==> src/rtl/conway_mode_controller.sv <==
// Command sequencer for the cell-state memory: steps LOAD, RUN and READ and drives
// the memory's mutually exclusive mode controls for exact cycle counts.
module conway_mode_controller #(
  parameter int DATA_SIZE = 5,
  parameter int GEN_WIDTH = 8
) (
  input  logic                 clk,
  input  logic                 reset,
  input  logic                 cmd_valid,
  input  logic [1:0]           cmd_op,
  input  logic [GEN_WIDTH-1:0] cmd_gens,
  output logic                 cmd_ready,
  input  logic                 cmd_abort,
  input  logic                 host_bit_valid,
  input  logic                 host_bit,
  output logic                 load_mode,
  output logic                 run_mode,
  output logic                 output_mode,
  output logic                 serial_in,
  output logic                 out_valid,
  output logic                 busy,
  output logic                 done
);

  localparam int BIT_W = $clog2(DATA_SIZE + 1);
  localparam logic [BIT_W-1:0] LAST_BIT = BIT_W'(DATA_SIZE - 1);
  localparam logic [GEN_WIDTH-1:0] GEN_ONE = GEN_WIDTH'(1);

  localparam logic [1:0] OP_LOAD = 2'b01;
  localparam logic [1:0] OP_RUN  = 2'b10;
  localparam logic [1:0] OP_READ = 2'b11;

  typedef enum logic [1:0] {
    ST_IDLE = 2'b00,
    ST_LOAD = 2'b01,
    ST_RUN  = 2'b10,
    ST_READ = 2'b11
  } state_t;

  state_t               state_r;
  logic [BIT_W-1:0]     bit_cnt_r;
  logic [GEN_WIDTH-1:0] gen_cnt_r;
  logic                 run_mode_r;
  logic                 output_mode_r;
  logic                 busy_r;
  logic                 cmd_ready_r;
  logic                 done_r;
  logic                 out_valid_r;

  logic                 accept_s;
  logic                 abort_s;
  logic                 finish_s;

  // Abort outranks a same-cycle command; finishing is the last counted mode cycle.
  always_comb begin
    accept_s = cmd_valid & cmd_ready_r & ~cmd_abort;
    abort_s  = cmd_abort & (state_r != ST_IDLE);
    finish_s = 1'b0;
    case (state_r)
      ST_LOAD: finish_s = host_bit_valid & (bit_cnt_r == LAST_BIT);
      ST_RUN:  finish_s = (gen_cnt_r == GEN_ONE);
      ST_READ: finish_s = (bit_cnt_r == LAST_BIT);
      default: finish_s = 1'b0;
    endcase
  end

  // Sequencer FSM; mode, busy and ready flags are registered alongside the state.
  always_ff @(posedge clk or posedge reset) begin
    if (reset) begin
      state_r       <= ST_IDLE;
      bit_cnt_r     <= {BIT_W{1'b0}};
      gen_cnt_r     <= {GEN_WIDTH{1'b0}};
      run_mode_r    <= 1'b0;
      output_mode_r <= 1'b0;
      busy_r        <= 1'b0;
      cmd_ready_r   <= 1'b1;
      done_r        <= 1'b0;
    end else begin
      done_r <= 1'b0;
      if (abort_s || finish_s) begin
        state_r       <= ST_IDLE;
        bit_cnt_r     <= {BIT_W{1'b0}};
        gen_cnt_r     <= {GEN_WIDTH{1'b0}};
        run_mode_r    <= 1'b0;
        output_mode_r <= 1'b0;
        busy_r        <= 1'b0;
        cmd_ready_r   <= 1'b1;
        done_r        <= ~abort_s;
      end else begin
        case (state_r)
          ST_IDLE: begin
            if (accept_s) begin
              case (cmd_op)
                OP_LOAD: begin
                  state_r     <= ST_LOAD;
                  bit_cnt_r   <= {BIT_W{1'b0}};
                  busy_r      <= 1'b1;
                  cmd_ready_r <= 1'b0;
                end
                OP_RUN: begin
                  if (cmd_gens == {GEN_WIDTH{1'b0}}) begin
                    done_r <= 1'b1;
                  end else begin
                    state_r     <= ST_RUN;
                    gen_cnt_r   <= cmd_gens;
                    run_mode_r  <= 1'b1;
                    busy_r      <= 1'b1;
                    cmd_ready_r <= 1'b0;
                  end
                end
                OP_READ: begin
                  state_r       <= ST_READ;
                  bit_cnt_r     <= {BIT_W{1'b0}};
                  output_mode_r <= 1'b1;
                  busy_r        <= 1'b1;
                  cmd_ready_r   <= 1'b0;
                end
                default: begin
                  state_r <= ST_IDLE;
                end
              endcase
            end else begin
              state_r <= ST_IDLE;
            end
          end
          ST_LOAD: begin
            if (host_bit_valid) begin
              bit_cnt_r <= bit_cnt_r + BIT_W'(1);
            end else begin
              bit_cnt_r <= bit_cnt_r;
            end
          end
          ST_RUN: begin
            gen_cnt_r <= gen_cnt_r - GEN_ONE;
          end
          ST_READ: begin
            bit_cnt_r <= bit_cnt_r + BIT_W'(1);
          end
          default: begin
            state_r <= ST_IDLE;
          end
        endcase
      end
    end
  end

  // serial_out is valid the cycle after each shift, so this survives an abort.
  always_ff @(posedge clk or posedge reset) begin
    if (reset) begin
      out_valid_r <= 1'b0;
    end else begin
      out_valid_r <= output_mode_r;
    end
  end

  // load_mode follows host_bit_valid directly so each valid bit shifts exactly once.
  assign load_mode   = (state_r == ST_LOAD) & host_bit_valid;
  assign run_mode    = run_mode_r;
  assign output_mode = output_mode_r;
  assign serial_in   = host_bit;
  assign out_valid   = out_valid_r;
  assign busy        = busy_r;
  assign cmd_ready   = cmd_ready_r;
  assign done        = done_r;

  conway_mode_checker u_checker (
    .clk         (clk),
    .reset       (reset),
    .load_mode   (load_mode),
    .run_mode    (run_mode),
    .output_mode (output_mode)
  );

endmodule

// Property checker: the memory must never see two mode controls at once.
module conway_mode_checker (
  input logic clk,
  input logic reset,
  input logic load_mode,
  input logic run_mode,
  input logic output_mode
);

  a_modes_exclusive: assert property (
    @(posedge clk) disable iff (reset) $onehot0({load_mode, run_mode, output_mode})
  );

endmodule

==> config.mk <==
export PLATFORM = sky130hd
export DESIGN_NAME = conway_mode_controller
export DESIGN_NICKNAME = d
export VERILOG_FILES = /design/src/rtl/conway_mode_controller.sv
export SDC_FILE = /design/constraint.sdc
export NUM_CORES = 1
export LEC_CHECK = 0
export BUFFER_PORTS_ARGS = -buffer_cell sky130_fd_sc_hd__clkbuf_2
export CAP_MARGIN = 20
export CELL_PAD_IN_SITES_DETAIL_PLACEMENT = 0
export CELL_PAD_IN_SITES_GLOBAL_PLACEMENT = 1
export CORE_ASPECT_RATIO = 0.75
export CORE_UTILIZATION = 41
export DETAILED_ROUTE_END_ITERATION = 7
export PLACE_DENSITY_LB_ADDON = 0.1
export SLEW_MARGIN = 10
export SYNTH_ARGS = -nofsm -noshare
export SYNTH_HDL_FRONTEND = slang
export SYNTH_SLANG_ARGS = --single-unit
==> constraint.sdc <==
create_clock -name clk -period 2.9 [get_ports clk]
set_input_delay 0.145 -clock clk [delete_from_list [all_inputs] [get_ports clk]]
set_output_delay 0.145 -clock clk [all_outputs]
set_load 0.03 [all_outputs]
==> impl_results.md, run 1 <==
* Status: finished, violations left
* Failing checks: hold timing
* Distinct cells, synth at 40
* Vias per std cell at 5.40
* Number of synthesized flops with an enable pin at 0
* Gr ovfl total at 0
* Layout cells sized above 1 at 0.217
* Max VDD drop at 0.000581 V
* Clock transition at path regs at 0.07 ns
* Via count at 1042
* Initial antenna violation count at 0
* Routed wire length at 2700 µm
* Number of post-CTS setup repair buffers at 0
* First-pass GRT wire length at 4800 µm
* Pre-CTS WS at 0.557 ns
* Yosys warnings at 0
* Vias in the first global route at 1095
* Post-Syn Nets at 159
* RSZ-0062 raised after global routing: false
* Placed cell area at 1370 µm²
* Post-Syn Area at 1240 µm²
* Initial drt markers at 42
* DRC violations left at 0
* Clock Skew at 0.00117 ns
* Pwr/cell area at 762 nW/µm²
* Final HPWL DP at 2070 µm
* Bufs on Longest Clock Path at 2
* # resized after CTS at 0
* Reg2Reg Depth at 5
* Input/output buffers at 21
* Rows at 16
* Clock sink count at 19
* Final setup margin at 0.534 ns
* Reg2reg start: gen_cnt_r[2]
* WL/cell at 14.0 µm
* Fillers at 241
* Die W at 65.6 µm
* Pwr Total at 1.08 mW
* Core area at 2740 µm²
* Slew @ Worst Pin at 0.739 ns
* CTS H-tree lvls at 1
* # nets final at 182
* Top-level port count at 24
* Design Area, Final at 1420 µm²
* Dpl cells at 189
* Max Clk Rate at 0.423 GHz
* Synth Register Bits at 19
* Largest cells by area after synthesis: dfrtp_1 (36%), ha_1 (8.1%), inv_1 (5.1%)
* Final hold violation count at 18
* Startpoint Class: register
* Antenna Nets Post-Route at 0
* Antenna diodes at 0
* Tcrit/Tclk final at 0.816
* TritonCTS clock tree: done
* WS Path Type: reg2reg
* Largest net degree at the start of global routing at 20
* Reg-to-reg endpoint: gen_cnt_r[2]
* # Max-Cap Violations at 0
* Relative slew slack at 0.507
* Max-slew violation count at 0
* Final core utilization at 0.517
* Die height at 49.7 µm
* Post-CTS Hold Buffers at 0
* Synth area leader: dfrtp_1
* Async S/R FF share, synth at 1.00
* 1st-pass router iterations at 4
* Avg Inst Size Synth at 9.20 µm²
* Finish-stage setup viols at 0
* Area grow syn2layout at 14.1%
* CP arrival at 2.51 ns
* Sequential area share after synthesis at 0.384
* CTS root buffer: clkbuf_8
* Flop2flop setup slack at 0.53 ns
* Synth top area share at 0.363
* Final non-filler cell total at 193
* Clk Latency, worst-skew pair at 0.25 ns
* Critical Path Fanout Max at 12
* GRT Util Overall at 0.196
* Die area at 3260 µm²
* TritonCTS Buffers at 3
* Leakage power at 0.660 nW
* Worst EP required at 3.04 ns
* Cells after Synth at 135
* Critical Path End Type: register
* Top FF cell, synth: dfrtp_1
* Origin of the worst setup path: gen_cnt_r[2]
* Initial Util at 0.453
* Hold Path Class: in2async
* Placer Congestion at 0.810
* Hold WS at -0.00822 ns
* Crit path time final at 2.37 ns
* Setup TNS at 0 ns
[cell families after synthesis]
logic type / share of synthesized area
xor gates and xnor gates: 0.0212
AOI/OAI and AO/OA: 0.259
and+or+nand+nor: 0.151
DFF: 0.384
adders and majority gates: 0.0806
buffers and inverters: 0.0796
muxes: 0.0252
[power by group]
part           total, mW  internal [mW]  switching (mW)
clock              0.183         0.0976          0.0850
sequential         0.457          0.365          0.0921
combinational      0.441          0.179           0.262
total               1.08          0.641           0.439
[flip-flops by register name, summed over array words and instances (netlist names)]
name	flops
out_valid	1
cmd_ready	1
gen_cnt_r	8
busy	1
run_mode	1
output_mode	1
bit_cnt_r	3
state_r	2
done	1
[routing by layer]
| layer | global-route usage | vias up | part of all wire |
|---|---|---|---|
| met1 | 0.273 | 479 | 0.51 |
| li1 | - | 531 | - |
| met3 | 0.0718 | 6 | 0.062 |
| met2 | 0.275 | 26 | 0.42 |
| met5 | 0 | - | 0 |
| met4 | 0.0688 | 0 | 0.013 |
[cell type report]
class                      instances  area, µm²  area share
clock buffer                       4       45.0      0.0318
multi-input combinational         94        667       0.470
tap                               36       45.0      0.0318
sequential                        19        477       0.336
timing repair buffer              23        120      0.0847
inverter                          17       63.8      0.0450
[worst max path at each step]
| stage | endpoint | slack (ns) | depth (start not counted) |
|---|---|---|---|
| global route | gen_cnt_r[2] | 0.47 | 5 |
| finish | gen_cnt_r[2] | 0.53 | 5 |
| floorplan | gen_cnt_r[4] | 0.72 | 6 |
| global placement | gen_cnt_r[2] | 0.59 | 5 |
| CTS | gen_cnt_r[2] | 0.54 | 5 |
| detailed placement | gen_cnt_r[2] | 0.56 | 5 |
[critical path, stage by stage (launching register included)]
cell,delay [ns]
dfrtp_1,0.43
or4_4,0.56
or4_4,0.53
a21oi_4,0.35
nor3_1,0.14
a22o_1,0.25
[synthesized netlist by cell type (2+ instances only)]
library cell,number
o31ai_1,4
o32ai_1,3
nor3_1,2
nor2_1,11
ha_1,8
or4_4,2
o211ai_1,3
o22ai_1,4
xnor2_1,2
mux2i_1,2
a21o_1,4
o21ai_0,5
nor4_1,3
dfrtp_1,18
a21oi_1,7
a22o_1,6
nand2_1,10
inv_1,17
and2_1,3
[cells in the final DEF, fill, tap and decap left out, types with 3 or more instances in the layout]
cell type  count
ha_1           8
a21o_1         4
o31ai_1        4
a21oi_1        7
dfrtp_1       18
o32ai_1        3
a22o_1         6
nor4_1         3
clkbuf_2      21
and2_1         3
inv_1         17
nor2_1        11
o211ai_1       3
nand2_1       10
o22ai_1        4
clkbuf_8       3
o21ai_0        5
Note: power is estimated with default switching activity, not from simulation.
==> inputs of run 2 (changes only) <==
Clock period 2.9 ns to 2.2 ns, I/O delays scaled along.
==> run 2 against run 1 <==
Effect of this change:
- the run now ends clean
- critical path depth unchanged
- clock skew increased by 0.0038 ns
- hold slack improved by 0.14 ns
- first-iteration DRC count increased by 36%
==> impl_results.md, run 2 (same netlist as run 1, synthesis figures left out) <==
* Status: finished, final reports clean
* Number of flip-flops in the largest register at 8
* # nets final at 193
* # Max-Cap Violations at 0
* CP arrival at 2.29 ns
* WS Path Type: reg2reg
* Largest net degree at the start of global routing at 20
* Worst path most repeated cell: or4_4
* Clock Skew at 0.00493 ns
* Largest registers: gen_cnt_r x8, bit_cnt_r x3, state_r x2
* Hold WS at 0.136 ns
* Pwr/cell area at 994 nW/µm²
* Via count at 1107
* Biggest register: gen_cnt_r
* WL/cell at 13.5 µm
* Top-level port count at 24
* Critical Path Fanout Max at 8
* Routed wire length at 2750 µm
* Placer Congestion at 0.911
* Leakage power at 0.717 nW
* Final setup margin at 0.0504 ns
* Leading cell type in the layout, fill and taps excluded: clkbuf_2
* Critical Path End Type: register
* Vias in the first global route at 1084
* CTS H-tree lvls at 1
* Rows at 16
* Crit path buffers/inverters at 0
* Die W at 65.6 µm
* Initial drt markers at 57
* Pwr Total at 1.52 mW
* Area grow syn2layout at 23.5%
* Worst EP required at 2.34 ns
* Final HPWL DP at 2210 µm
* GRT Util Overall at 0.198
* TritonCTS Buffers at 3
* Setup TNS at 0 ns
* Relative slew slack at 0.518
* Top delay family on crit path: simple AND/OR/NAND/NOR gates
* Hold Path Class: in2reg
* DRC violations left at 0
* Max-slew violation count at 0
* Crit path time final at 2.15 ns
* Pre-CTS WS at -0.00900 ns
* Layout cells sized above 1 at 0.286
* CTS root buffer: clkbuf_8
* Gr ovfl total at 0
* Bufs on Longest Clock Path at 2
* Antenna Nets Post-Route at 0
* Worst path max stage delay at 0.54 ns
* Vias per std cell at 5.43
* Die height at 49.7 µm
* Clk Latency, worst-skew pair at 0.26 ns
* Most frequent cells in the layout: clkbuf_2 (21), dfrtp_1 (18), inv_1 (17), buf_4 (12), nor2_1 (11)
* Finish-stage setup viols at 0
* Initial antenna violation count at 0
* Critical path, cell by cell: or4_4, or4_4, a21oi_4, a211oi_2, mux2_2
* 1st-pass router iterations at 4
* Die area at 3260 µm²
* Clock sink count at 19
* Max VDD drop at 0.000645 V
* Core area at 2740 µm²
* Clock transition at path regs at 0.07 ns
* Input/output buffers at 21
* Max Clk Rate at 0.465 GHz
* TritonCTS clock tree: done
* Tcrit/Tclk final at 0.977
* Initial Util at 0.453
* Antenna diodes at 0
* First-pass GRT wire length at 4890 µm
* Final hold violation count at 0
* Slew @ Worst Pin at 0.722 ns
* Startpoint Class: register
* Critical path's slowest cell: or4_4
[run 2: cell count changes in the layout (fill, tap and decap cells not counted)]
cell / change
a211oi_2: +1
a21oi_4: +1
o21ai_0: -1
buf_4: +10
nor3_4: +1
dlygate4sd3_1: +1
a21oi_1: -1
nor3_1: -1
a211oi_1: -1
o21ai_2: +1
[run 2: final cells by class]
class | instances | area (µm²)
clock buffers | 4 | 45.0
fillers | 233 | 1210
inverters | 17 | 63.8
multi-input cells | 94 | 698
flip-flops and latches | 19 | 477
well taps | 36 | 45.0
repair buffers | 34 | 205
[run 2: report_power, final]
group          switching (mW)  internal [mW]
sequential             0.0927          0.481
combinational           0.401          0.308
clock                   0.113          0.129
total                   0.607          0.917
[run 2: timing repair]
action,4_1_cts,5_1_grt
hold buffers,1,0
pin swaps,1,5
endpoints found under the setup margin,1,8
setup buffers,0,2
gates resized for setup,1,6
endpoints found under the hold margin,18,0
[run 2: final timing paths]
check	slack, ns	to	start	cells after the start
setup / recovery	0.05	gen_cnt_r[4]	gen_cnt_r[4]	5
hold / removal	0.14	done	cmd_abort	2
setup reg to reg	0.05	gen_cnt_r[4]	gen_cnt_r[4]	5
hold reg to reg	0.42	out_valid	output_mode	0
max in group asynchronous	1.25	state_r[1]	reset	3
min in group asynchronous	0.50	gen_cnt_r[5]	reset	3
[run 2: layer usage]
metal	vias to the layer above	GRT usage	part of all wire
met2	29	0.299	0.42
met4	0	0.0543	0.014
met1	519	0.281	0.51
li1	553	-	-
met3	6	0.0486	0.056
met5	-	0	0
[run 2: stage by stage]
stage | area (µm²) | utilization | instances
after floorplan | 1240 | - | 135
after global placement | 1430 | 0.522 | 197
after detailed placement | 1430 | 0.522 | 197
after CTS | 1490 | 0.544 | 202
after global routing | 1530 | 0.559 | 204
final | 1530 | 0.559 | 204
==> inputs of run 3 (changes only) <==
Settings changed: PLACE_DENSITY_LB_ADDON 0.1 to 0.2.
==> run 3 against run 2 <==
Effect of this change:
- highest routed layer unchanged
- clock power is 2% higher
- utilization is 0.78 points lower
- critical path type unchanged
- via count is 0.72% lower
==> impl_results.md, run 3 (same netlist as run 1, synthesis figures left out) <==
* Clock Skew at 0.00444 ns
* Critical path, cell by cell: or4_4, or4_4, a21oi_4, a211oi_1, mux2_2
* Largest net degree at the start of global routing at 20
* Via count at 1099
* WL/cell at 14.5 µm
* Vias per std cell at 5.41
* Setup TNS at 0 ns
* Multi-input logic area at 683 µm²
* Most frequent cells in the layout: clkbuf_2 (21), dfrtp_1 (18), inv_1 (17), nor2_1 (11), buf_4 (11)
* CTS H-tree lvls at 1
* Pwr/cell area at 1000 nW/µm²
* Crit path time final at 2.15 ns
* Max-slew violation count at 0
* Number of flip-flops in the largest register at 8
* Hold Path Class: in2reg
* Hold WS at 0.123 ns
* Crit path buffers/inverters at 0
* Rows at 16
* Die W at 65.6 µm
* Finish-stage setup viols at 0
* CTS root buffer: clkbuf_8
* Bufs on Longest Clock Path at 2
* # Max-Cap Violations at 0
* Final core utilization at 0.552
* Critical path's slowest cell: or4_4
* Antenna diodes at 0
* Area grow syn2layout at 21.8%
* Reg2reg start: gen_cnt_r[2]
* Clk Latency, worst-skew pair at 0.26 ns
* First-pass GRT wire length at 4950 µm
* Core area at 2740 µm²
* Leading cell type in the layout, fill and taps excluded: clkbuf_2
* Status: finished, final reports clean
* Max VDD drop at 0.000622 V
* Startpoint Class: register
* Fillers at 257
* Critical Path End Type: register
* Origin of the worst setup path: gen_cnt_r[2]
* TritonCTS Buffers at 3
* CP arrival at 2.30 ns
* TritonCTS clock tree: done
* Clock transition at path regs at 0.07 ns
* Vias in the first global route at 1035
* WS Path Type: reg2reg
* Tcrit/Tclk final at 0.977
* HP Start: cmd_abort
* Layout cells sized above 1 at 0.275
* Biggest register: gen_cnt_r
* Relative slew slack at 0.500
* Design Area, Final at 1510 µm²
* Gr ovfl total at 0
* Top delay family on crit path: simple AND/OR/NAND/NOR gates
* Initial antenna violation count at 0
* Worst path max stage delay at 0.54 ns
* Placer Congestion at 0.854
* Die area at 3260 µm²
* Top-level port count at 24
* Critical Path Fanout Max at 8
* Initial Util at 0.453
* Largest registers: gen_cnt_r x8, bit_cnt_r x3, state_r x2
* Pwr Total at 1.51 mW
* Initial drt markers at 31
* Antenna Nets Post-Route at 0
* # nets final at 192
* Input/output buffers at 21
* Clock sink count at 19
* Final hold violation count at 0
* Max Clk Rate at 0.465 GHz
* Placed cell area at 1430 µm²
* Worst path most repeated cell: or4_4
* 1st-pass router iterations at 4
* Slew @ Worst Pin at 0.750 ns
* Leakage power at 0.713 nW
* Worst EP required at 2.35 ns
* Final HPWL DP at 2260 µm
* Sequential cell area at 477 µm²
* Routed wire length at 2950 µm
* GRT Util Overall at 0.212
* Die height at 49.7 µm
* DRC violations left at 0
## run 3: routing by layer
metal	routed length (µm)	vias to the layer above	share of wire	global-route usage
li1	-	554	-	-
met4	27	0	0.0091	0.0580
met5	0	-	0	0
met1	1430	508	0.48	0.302
met2	1320	33	0.45	0.301
met3	173	4	0.059	0.0741
## run 3: final timing paths
path                       cells past startpoint  slack, ns           end
setup / recovery                               5       0.05  gen_cnt_r[4]
hold / removal                                 2       0.12          done
setup reg to reg                               5       0.05  gen_cnt_r[4]
hold reg to reg                                0       0.42     out_valid
max in group asynchronous                      3       1.22  bit_cnt_r[1]
min in group asynchronous                      3       0.50  gen_cnt_r[3]
## run 3: metrics by stage
stage / cells / setup WS [ns]
after detailed placement: 197 / 0.00587
after floorplan: 135 / 0.0194
after global placement: 197 / 0.0261
after global routing: 203 / -0.0213
final: 203 / 0.0500
after CTS: 202 / 0.0113
## run 3: report_power, final
part | switching [mW] | internal [mW] | total, mW
clock | 0.122 | 0.126 | 0.248
combinational | 0.388 | 0.293 | 0.681
sequential | 0.104 | 0.480 | 0.585
total | 0.614 | 0.899 | 1.51
## run 3: repair_timing
item / CTS / global route
hold buffers: 1 / 0
buffers inserted: 0 / 1
setup endpoints to repair: 2 / 9
hold endpoints to repair: 18 / 0
gates resized for setup: 0 / 4
pin swaps: 1 / 2
## run 3: layout make-up
cell class / instances / share of cell area
timing repair buffer: 33 / 0.131
clock buffer: 3 / 0.0273
tap: 36 / 0.0298
inverter: 17 / 0.0422
multi-input combinational: 94 / 0.452
sequential: 19 / 0.315
clock inverter: 1 / 0.00331
